$ cat src/rtl/fir_xifu_seq.sv
// FIR instruction sequencer: walks the packed tap registers word by word and
// lane by lane, drives the MAC datapath, then returns the accumulated result.
module fir_xifu_seq #(
    parameter int unsigned NB_REGS    = 4,
    parameter int unsigned DATA_WIDTH = 8,
    parameter int unsigned ID_WIDTH   = 4
) (
    input  logic                          clk_i,
    input  logic                          rst_ni,
    input  logic                          cmd_valid_i,
    output logic                          cmd_ready_o,
    input  logic [ID_WIDTH-1:0]           cmd_id_i,
    input  logic [4:0]                    cmd_rd_i,
    input  logic [$clog2(NB_REGS+1)-1:0]  cmd_nregs_i,
    input  logic                          kill_valid_i,
    input  logic [ID_WIDTH-1:0]           kill_id_i,
    output logic                          rf_re_o,
    output logic [$clog2(NB_REGS)-1:0]    rf_raddr_o,
    output logic                          mac_en_o,
    output logic                          mac_clr_o,
    output logic [$clog2(32/DATA_WIDTH)-1:0] mac_sel_o,
    input  logic [31:0]                   acc_i,
    output logic                          res_valid_o,
    input  logic                          res_ready_i,
    output logic [ID_WIDTH-1:0]           res_id_o,
    output logic [4:0]                    res_rd_o,
    output logic [31:0]                   res_data_o,
    output logic                          busy_o
);

    localparam int unsigned TPW = 32 / DATA_WIDTH;
    localparam int unsigned NW  = $clog2(NB_REGS + 1);
    localparam int unsigned AW  = $clog2(NB_REGS);
    localparam int unsigned SW  = $clog2(TPW);

    typedef enum logic [1:0] {
        IDLE  = 2'd0,
        RUN   = 2'd1,
        DRAIN = 2'd2,
        RESP  = 2'd3
    } state_e;

    state_e                state_q;
    logic [ID_WIDTH-1:0]   id_q;
    logic [4:0]            rd_q;
    logic [NW-1:0]         n_q;
    logic [AW-1:0]         w_q;
    logic [SW-1:0]         t_q;
    logic [31:0]           result_q;

    logic                  kill_hit;
    logic                  run_act;
    logic                  last_step;
    logic [NW-1:0]         n_clamp;

    // Requested register count clamped to the number of tap registers
    assign n_clamp = (cmd_nregs_i > NW'(NB_REGS)) ? NW'(NB_REGS) : cmd_nregs_i;

    // A kill only applies to the in-flight instruction it names
    assign kill_hit = kill_valid_i && (kill_id_i == id_q) && (state_q != IDLE);

    // Final lane of the final word in the RUN walk
    assign last_step = (NW'(w_q) == (n_q - NW'(1))) && (t_q == SW'(TPW - 1));

    // RUN step that actually issues (a kill suppresses it in the same cycle)
    assign run_act = (state_q == RUN) && !kill_hit;

    // Sequencer state, counters and latched instruction fields
    always_ff @(posedge clk_i or negedge rst_ni) begin
        if (!rst_ni) begin
            state_q  <= IDLE;
            id_q     <= '0;
            rd_q     <= '0;
            n_q      <= '0;
            w_q      <= '0;
            t_q      <= '0;
            result_q <= '0;
        end else begin
            case (state_q)
                IDLE: begin
                    if (cmd_valid_i) begin
                        id_q     <= cmd_id_i;
                        rd_q     <= cmd_rd_i;
                        n_q      <= n_clamp;
                        w_q      <= '0;
                        t_q      <= '0;
                        result_q <= '0;
                        state_q  <= (n_clamp == '0) ? RESP : RUN;
                    end
                end
                RUN: begin
                    if (kill_hit) begin
                        state_q <= IDLE;
                        w_q     <= '0;
                        t_q     <= '0;
                    end else if (last_step) begin
                        state_q <= DRAIN;
                        w_q     <= '0;
                        t_q     <= '0;
                    end else if (t_q == SW'(TPW - 1)) begin
                        t_q <= '0;
                        w_q <= w_q + AW'(1);
                    end else begin
                        t_q <= t_q + SW'(1);
                    end
                end
                DRAIN: begin
                    if (kill_hit) begin
                        state_q <= IDLE;
                    end else begin
                        result_q <= acc_i;
                        state_q  <= RESP;
                    end
                end
                RESP: begin
                    if (kill_hit || res_ready_i) begin
                        state_q <= IDLE;
                    end
                end
                default: state_q <= IDLE;
            endcase
        end
    end

    // Datapath controls decoded from the state and counter flops
    assign rf_re_o    = run_act;
    assign mac_en_o   = run_act;
    assign mac_clr_o  = run_act && (w_q == '0) && (t_q == '0);
    assign rf_raddr_o = (state_q == RUN) ? w_q : '0;
    assign mac_sel_o  = (state_q == RUN) ? t_q : '0;

    // Handshake and result outputs straight from the flops
    assign cmd_ready_o = (state_q == IDLE);
    assign busy_o      = (state_q != IDLE);
    assign res_valid_o = (state_q == RESP);
    assign res_id_o    = id_q;
    assign res_rd_o    = rd_q;
    assign res_data_o  = result_q;

endmodule
$ cat config.mk
export PLATFORM = sky130hd
export DESIGN_NAME = fir_xifu_seq
export DESIGN_NICKNAME = d
export VERILOG_FILES = /design/src/rtl/fir_xifu_seq.sv
export SDC_FILE = /design/constraint.sdc
export NUM_CORES = 1
export LEC_CHECK = 0
export ABC_AREA = 1
export CAP_MARGIN = 20
export CORE_AREA = 2 2 91 93
export CTS_CLUSTER_DIAMETER = 40
export DETAILED_ROUTE_END_ITERATION = 12
export DIE_AREA = 0 0 93 95
export GPL_TIMING_DRIVEN = 0
export HOLD_SLACK_MARGIN = 0.03
export SYNTH_ARGS = -nofsm -noshare
export SYNTH_HDL_FRONTEND = slang
export SYNTH_SLANG_ARGS = --single-unit
$ cat constraint.sdc
create_clock -name clk_i -period 1.6 [get_ports clk_i]
set_input_delay 0.4 -clock clk_i [delete_from_list [all_inputs] [get_ports clk_i]]
set_output_delay 0.4 -clock clk_i [all_outputs]
set_load 0.02 [all_outputs]
---- Yosys cells after proc, flatten, opt, wreduce, memory -nomap -nowiden ----
Index checks and enable logic that the tools add are counted.
word-level totals
  output and inout bits ................... 51
  input bits .............................. 53
  flip-flop bits (word level) ............. 50
operators by class
  reduce and logical (&&, ||, !) cells .... 20
  mux-type cells .......................... 22
  add/subtract/negate cells ............... 3
  order comparisons ....................... 1
  eq/ne operators ......................... 11
operator list
  operator                                                                  number
  32-bit 2-to-1 mux                                                         2
  32-bit one-hot mux with 2 select lines                                    1
  2-bit 2-to-1 mux                                                          15
  3-bit AND reduction                                                       3
  2-bit one-hot mux with 2 select lines                                     2
  2-bit one-hot mux with 4 select lines                                     1
  2-bit == test (second input constant)                                     3
  1-bit logical AND                                                         6
  2-bit zero test                                                           3
  2-bit nonzero test                                                        3
  2-bit by 1-bit adder with 2-bit output (second input constant)            2
  4-bit == test                                                             1
  2-bit inequality test (second input constant)                             2
  4-bit by 3-bit inequality test with 1-bit output (second input constant)  1
  2-bit AND reduction                                                       2
  2-bit by 3-bit == test with 1-bit output                                  1
  3-bit > comparator (second input constant)                                1
  3-bit zero test                                                           1
  3-bit 2-to-1 mux                                                          1
  3-bit inequality test (second input constant)                             1
  3-bit by 1-bit subtractor with 3-bit output (second input constant)       1
  2-bit by 1-bit == test with 1-bit output (second input constant)          1
  2-bit by 1-bit inequality test with 1-bit output (second input constant)  1
  1-bit zero test                                                           1
  1-bit logical OR                                                          1

---- Depth between registers and ports, before layout ----
  depth after elaboration ................. 7
  mapped depth ............................ 11
  gate-level depth less buffers ........... 10

---- Least setup slack after synthesis ----
No wires, ideal clock.
  kind .................................... register to output
  from .................................... register id_q[1], in the netlist res_id_o[1]
  to ...................................... output rf_re_o
  stages on the path, launching flop included .. 10
  path slack .............................. -0.130 ns
  arrival time ............................ 1.330 ns
  path buffers ............................ 2
  cell sequence ........................... dfrtp_1 -> nand2_1 -> inv_1 -> nor2_1 -> nor2_1 -> nand3_1 -> buf_2 -> nand2_1 -> inv_1 -> buf_4
between the ends
  cells in the longest elaborated chain, start to end .. 5
ends and longest elaborated chain
  element                         line  text
  from (decl)                     44    logic [ID_WIDTH-1:0] id_q;
  from (signal assigned)          82    id_q <= cmd_id_i;
  4-bit == test                   60    assign kill_hit = kill_valid_i && (kill_id_i == id_q) && (state_q != IDLE);
  1-bit logical AND (2 in a row)  60
  1-bit zero test                 66    assign run_act = (state_q == RUN) && !kill_hit;
  1-bit logical AND               66
  to (decl)                       17    output logic rf_re_o,
Every way passes these cells.

---- Worst setup path after layout ----
  from .................................... register id_q[0], in the netlist res_id_o[0]
  to ...................................... output rf_re_o
Same word-level chain as after synthesis.

==> impl_metrics.toml <==
[yosys]
synth-seq-cells = 50
synth-xor-area-share_pct = 0.382
synthSimpleGateAreaFrac_pct = 33.2
synth_top_family_by_area = "simple AND/OR/NAND/NOR gates"
synth_area_per_cell_um2 = 8.10
synthAdderAreaFrac_pct = 2.18
synth_flop_cell = "dfrtp_1"
yosysWarnings = 0
ys_async_sr_fraction_pct = 100
syn-num-nets = 340
syn_area_mm2 = 0.00229
netlist_instances = 283
synth_compound_area_share_pct = 2.40
synth-edff-count = 0
synth_cell_types = 21
ys_seq_area_share_pct = 54.6
muxShareOfSynthArea_pct = 0

[job]
maxCapViolCount = 0

[routing]
detail_route.wl_per_cell_um = 12.5
wl_met1_mm = 2.88
first_pass_iters = 5
dr.first_iter.drc_count = 73
routed-via-count = 2295
avgViaCountPerCell = 4.36
routed_wl_mm = 6.59
ant_nets = 0
wl_met2_mm = 3.27
dr_wl_met3_um = 406
drcViolationCount = 0
highest_layer = "met4"

[floorplanning]
core_mm2 = 0.00793
io_pins = 104
die_area_mm2 = 0.00884
fp.dieW_um = 93
fp-row-count = 33
die_y_um = 95
start_util_pct = 28.9

[setup_path]
start_kind = "flop"
path_delay_family = "flip-flops"
crit_top_cell = "buf_6"
reg2reg_slack_ns = -0.22
worstPathMaxFanout = 3
crit_required_ns = 1.20
max_stage_delay_ns = 0.43
crit_type = "flop to primary output"
cp_cell_sequence = "nand2_1 -> nand2_1 -> nor2_1 -> nand3_1 -> buf_6 -> nand2_4 -> inv_2 -> buf_6 -> buf_6"
cpMaxStageDelayCell = "dfrtp_2"
worst_setup_path_end_kind = "primary output"
critPathArrivalTime_ns = 1.52
path_buf_inv = 4

[sta]
holdWs_ns = 0.0330
post-route-period-util_pct = 120
report.final.slew_viol_count = 0
timing.slew.headroom_pct = 61.2
hold_violations = 0
period_minus_slack_ns = 1.92
max_freq_mhz = 522
tightest_slew_ns = 0.582
finalSetupViolCount = 41
rsz0062_at_grt = "true"
setup_slack_ns = -0.316
skew_ns = 0.00821

[global_routing]
grt_overflow = 0
grt_max_degree = 34
grt_first_pass_wirelength_mm = 10.5
grt_pass1_vias = 2225
gr-usage-all-layers_pct = 15.0
antenna_found_initial = 0

[place]
gp_congestion = 0.734
preCtsSetupSlack_ns = -0.996
dp_hpwl_mm = 4.46
portBuffers = 103

[layout]
drive_above_1_share_pct = 31.4
final_common_cell = "nand2_1"
antenna_cells = 0
final_cell_mix = "nand2_1, clkdlybuf4s50_1, dlygate4sd2_1, dfrtp_1, nand2_2"
areaGrowthSynthToFinish_pct = 82.2
fin_nets = 477

[power_and_ir_drop]
power_leakage_uw = 0.00218
p_comb_share_pct = 62.9
p_per_area_mw_per_mm2 = 1960
peakVddDrop_v = 0.000851
p_seq_share_pct = 27.7
p_sw_share_pct = 44.1
switchingPower_uw = 3620
cellInternalPower_uw = 4580
clkPwrFrac_pct = 9.4

[clock_network]
cts_buffer_depth = 2
clkTransAtPathRegs_ns = 0.09
cts_tree = "yes"
cts-root-buf = "clkbuf_8"
cts_buffers = 5
htreeDepth = 2
postCtsHoldBufs = 0
clock_latency_ns = 0.30
cts.sinks = 50

[run_status]
violations = "negative setup slack"
status = "complete, but fails checks"

[hold_path]
min_path_type = "input pin to asynchronous set/reset pin"
-- synth_stat cells (3+ instances only) --
cell	instances	area, µm²
buf_4	4	30.0
buf_6	3	33.8
clkbuf_1	3	11.3
dfrtp_1	50	1250
ha_1	4	50.1
inv_1	19	71.3
inv_2	3	11.3
nand2_1	115	432
nand3_1	39	195
nor2_1	23	86.3
o21ai_0	6	30.0
o21ai_1	3	15.0
-- metal layers --
layer / GRT usage, % / vias up
li1: - / 1159
met1: 19.0 / 1065
met2: 26.0 / 67
met3: 4.23 / 4
met4: 2.94 / 0
met5: 0 / -
-- final cells by class --
cell class	instances	area [µm²]
Fill cell	762	3750
Timing Repair Buffer	132	1330
Sequential cell	50	1260
Multi-Input combinational cell	199	1160
Tap cell	105	131
Inverter	22	103
Buffer	10	100
Clock buffer	6	82.6
Clock inverter	2	12.5
-- stage by stage --
stage               setup TNS (ns)  util (%)  cell area (µm²)  total power (µW)  instances
floorplan                        0         -             2310              4400        283
global placement            -88.14      43.8             3470              6130        491
detailed placement          -15.68      44.0             3490              6170        492
CTS                          -4.15      48.6             3850              7580        515
global route                 -9.94      52.7             4180              8820        526
finish                       -6.11      52.7             4180              8200        526
-- power by group through the flow --
stage	registers [µW]	clock network (µW)	logic, µW
after floorplan	2770	0	1630
after global placement	2200	0	3920
after detailed placement	2200	0	3970
after CTS	2200	807	4570
after global routing	2350	860	5610
final	2270	774	5160
-- flip-flops by register name, indices dropped and copies added, names as in the netlist --
name and cells:
n_q 3, res_data_o 32, res_id_o 4, res_rd_o 5, state_q 2, t_q 2
w_q 2
-- worst paths after layout --
| kind | start | to | cells past startpoint |
|---|---|---|---|
| max | res_id_o[0] | rf_re_o | 9 |
| min | rst_ni | res_rd_o[2] | 1 |
| max reg2reg | state_q[1] | res_data_o[9] | 12 |
| min reg2reg | res_rd_o[2] | res_rd_o[2] | 2 |
| max in group asynchronous | rst_ni | state_q[1] | 2 |
| min in group clk_i | res_rd_o[2] | res_rd_o[2] | 2 |
-- repair_timing --
item | 4_1_cts | 5_1_grt
endpoints found under the setup margin | 81 | 47
gates cloned | 6 | 0
pin swaps | 22 | 23
resized for setup | 138 | 89
setup buffers | 25 | 17
-- kinds of logic (layout without fill, tap and decap cells) --
group           count (synthesis)  count (layout)
compound gates                 11              11
fa+ha+maj                       4               4
simple gates                  183             183
xor+xnor                        1               1
buf+inv                        34             172
flops                          50              50
(Power assumes the default switching activity.)
==> variant 1: new RTL, same settings <==
Re-encode `state_e` (4 states) as Gray code, 2 bits wide.
--- a/src/rtl/fir_xifu_seq.sv
+++ b/src/rtl/fir_xifu_seq.sv
@@ -36,6 +36,6 @@
     typedef enum logic [1:0] {
-        IDLE  = 2'd0,
-        RUN   = 2'd1,
-        DRAIN = 2'd2,
-        RESP  = 2'd3
+        IDLE  = 2'b00,
+        RUN   = 2'b01,
+        DRAIN = 2'b11,
+        RESP  = 2'b10
     } state_e;
Formal check against the unedited RTL: same outputs for any inputs over 10 cycles, from zero or initial values and one cycle with rst_ni low; not proved beyond that.
==> variant 1 against the unedited design <==
- the run still ends with setup timing left
- sequential cell count unchanged
- clock skew down 0.00074 ns
- power down 16%
- synthesized cell count up 0.71%
- hold slack better by 0.079 ns
- final area down 2.2%
- core utilization down 1.1 points
- highest routed layer unchanged
- setup slack better by 0.086 ns
- synthesized area up 14%
- wire length up 3.8%
- count of clock-buffer cells in the layout up 1
==> variant 1: results (changes against the unedited design) <==
vias in the first global route: 2365 (+6.3%)
Post-synth top cells: nand2_1, dfrtp_1, nand3_1, nand3_2, inv_1
arrival time worst endpoint: 1.43 ns (-0.09 ns)
Post-DP HPWL: 4840 µm (+8.6%)
wire per inst: 13.1 µm (+4.4%)
setup slack at placement: -1.01 ns (-0.0115 ns)
P_sw: 0.00301 W (-17%)
syn nets: 342 (+0.59%)
Worst Hold Class: primary input to async pin
Vias/cell: 4.52 (+3.5%)
sequential power share: 0.290 (+0.013)
violated checks: setup timing
met3 wire len: 329 µm (-19%)
EDFF count, synth: 0 (unchanged)
met3 global-route usage: 0.0359 (-0.00638)
outcome: finished, violations left
first-pass GRT wire length: 11000 µm (+5.1%)
largest cells by area after synthesis: dfrtp_1, nand2_1, nand3_2
Synth top area share: 0.479 (-0.0664)
H-tree depth: 2 (unchanged)
clk_skew: 0.00746 ns (-0.000745 ns)
post-synthesis instance total: 285 (+0.71%)
cts repair resizes: 124 (-10%)
Min Hold Slack: 0.112 ns (+0.0791 ns)
post-route setup slack: -0.229 ns (+0.0863 ns)
clk buf depth: 2 (unchanged)
worst ir drop on vdd: 0.678 mV (-20%)
DR WL met2: 3270 µm (about the same)
Post-CTS Setup Inserts: 24 (-4.0%)
nets@finish: 474 (-0.63%)
Worst slew margin: 0.573 (-0.0386)
met2 Track Usage GR: 0.263 (+0.00362)
Reg2Reg Setup Slack: 0.08 ns (+0.30 ns)
share of cells above drive strength 1: 0.282 (-0.0312)
global routing usage on met1: 0.202 (+0.0119)
GPL Wtd Cong: 0.836 (+14%)
Global Route Usage Sum: 0.158 (+0.00813)
final cell count without fillers: 523 (-0.57%)
Post-Route M1 WL: 3060 µm (+6.3%)
Placed Instances: 494 (+0.41%)
DR iter-0 viols: 91 (+25%)
Lkg Pwr: 2.14 nW (-2.2%)
Critical path origin: res_id_o[0]
fillers: 777 (+2.0%)
combinational share of power: 0.598 (-0.031)
Final setup violation count: 8 (-80%)
register area share after synthesis: 0.479 (-0.0664)
[variant 1: worst reg2reg max path, delay by kind of cell, from the launching register on]
family                 cells  cell delay (ns)
buffers and inverters      3             0.29
flip-flops                 1             0.43
AND/OR/NAND/NOR            6             0.70
[variant 1: cells by family after synthesis]
kind of cell    Yosys count  synth area share
simple gates            173             0.372
flops                    50             0.479
buf+inv                  43            0.0958
compound gates           13            0.0273
fa+ha+maj                 4            0.0192
xor+xnor                  2           0.00671
[variant 1: metrics by stage]
step	TNS, ns	cell area, µm²	total power, W
floorplan	0	2620	0.00433
global placement	-90.99	3780	0.00579
detailed placement	-16.63	3800	0.00582
CTS	-0.901	4070	0.00689
global route	-1.31	4090	0.00744
finish	-0.692	4090	0.00691
[variant 1: cell type report]
cell class	instances	area, µm²	share of cell area
buffer	15	144	0.0352
timing repair buffer	125	1180	0.288
clock inverter	1	5.00	0.00122
tap	105	131	0.0321
inverter	28	113	0.0275
clock buffer	7	86.3	0.0211
sequential	50	1260	0.308
multi-input combinational	192	1170	0.287
==> variant 2: new RTL, same flow settings <==
Made on the original files. Set the parameter `NB_REGS` to 8 (it was 4).
--- a/src/rtl/fir_xifu_seq.sv
+++ b/src/rtl/fir_xifu_seq.sv
@@ -3,3 +3,3 @@
 module fir_xifu_seq #(
-    parameter int unsigned NB_REGS    = 4,
+    parameter int unsigned NB_REGS    = 8,
     parameter int unsigned DATA_WIDTH = 8,
Interface: changed (resized cmd_nregs_i and rf_raddr_o); port bits go from 104 to 106. No check against the original RTL was run, so the function may have changed too.
==> variant 2 against the unedited design <==
- count of clock-buffer cells in the layout stayed put
- synthesized area increased by 6.8%
- the run still ends with setup timing left
- register-to-register slack improved by 0.16 ns
- via count increased by 5.4%
- wire length grew 2.9%
- clock power increased by 3.7%
- sequential share of layout area grew 1.0 points
- critical path type unchanged
- non-clock buffer count fell by 1
- power fell by 7.7%
- setup slack better by 0.064 ns
- final area increased by 0.42%
- sequential cell count up 2
- global-route usage rose by 0.056 points
==> variant 2: results (changes against the unedited design) <==
Global Route Usage Sum: 0.151 (+0.000561)
Critical path origin: res_id_o[1]
Yosys cell types: 25 (+19%)
cts repair resizes: 125 (-9.4%)
Final setup violation count: 43 (+4.9%)
Placed Instances: 512 (+4.1%)
fillers: 765 (+0.39%)
setup slack at placement: -1.01 ns (-0.0128 ns)
fraction of area in multi-input gates: 0.268 (-0.00861)
nets@finish: 496 (+4.0%)
Lkg Pwr: 2.24 nW (+2.5%)
arrival time worst endpoint: 1.45 ns (-0.07 ns)
met3 wire len: 362 µm (-11%)
R2R Path End: res_data_o[31]
DR iter-0 viols: 72 (-1.4%)
Non-clk bufs: 141 (-0.70%)
violated checks: setup timing
Worst slew margin: 0.733 (+0.121)
syn nets: 360 (+5.9%)
reg2reg path depth: 10 (-2)
Post-synth top cells: nand2_1, dfrtp_1, nand3_1, inv_1, nor2_1
Non-clk invs: 27 (+23%)
register area: 1310 µm² (+3.9%)
GPL Wtd Cong: 0.781 (+6.4%)
Worst Hold Class: flip-flop to flip-flop
comb_multi_in: 210 (+5.5%)
largest cells by area after synthesis: dfrtp_1, nand2_1, nand3_1
worst ir drop on vdd: 0.667 mV (-22%)
Min Hold Slack: 0.479 ns (+0.446 ns)
port bufs: 105 (+1.9%)
CTS Hold Bufs: 1 (+1)
post-route setup slack: -0.252 ns (+0.0637 ns)
outcome: finished, violations left
DRT Wirelength: 6780 µm (+2.9%)
largest net degree at the start of global routing: 38 (+12%)
==> variant 2: cell count changes after synthesis, sizes merged, moves of 2 or more <==
cell,change
buf,+3
nand4,+3
clkbuf,-3
nor2,-6
nand2,+7
inv,+4
nand3,+3
o22ai,+2
dfrtp,+2
==> variant 2: cells by family (layout without fill, tap and decap cells) <==
| logic type | after synthesis | count (layout) | share of synthesized area |
|---|---|---|---|
| and+or+nand+nor | 190 | 190 | 0.335 |
| DFF | 52 | 52 | 0.531 |
| buffers and inverters | 39 | 176 | 0.0736 |
| AOI/OAI and AO/OA | 13 | 13 | 0.0276 |
| adders and majority gates | 5 | 5 | 0.0255 |
| xor gates and xnor gates | 2 | 2 | 0.00716 |
==> variant 2: tightest hold or removal path, stage by stage (launching register included) <==
cell     delay [ns]
dfrtp_1        0.35
nand2_1        0.05
nand2_1        0.05
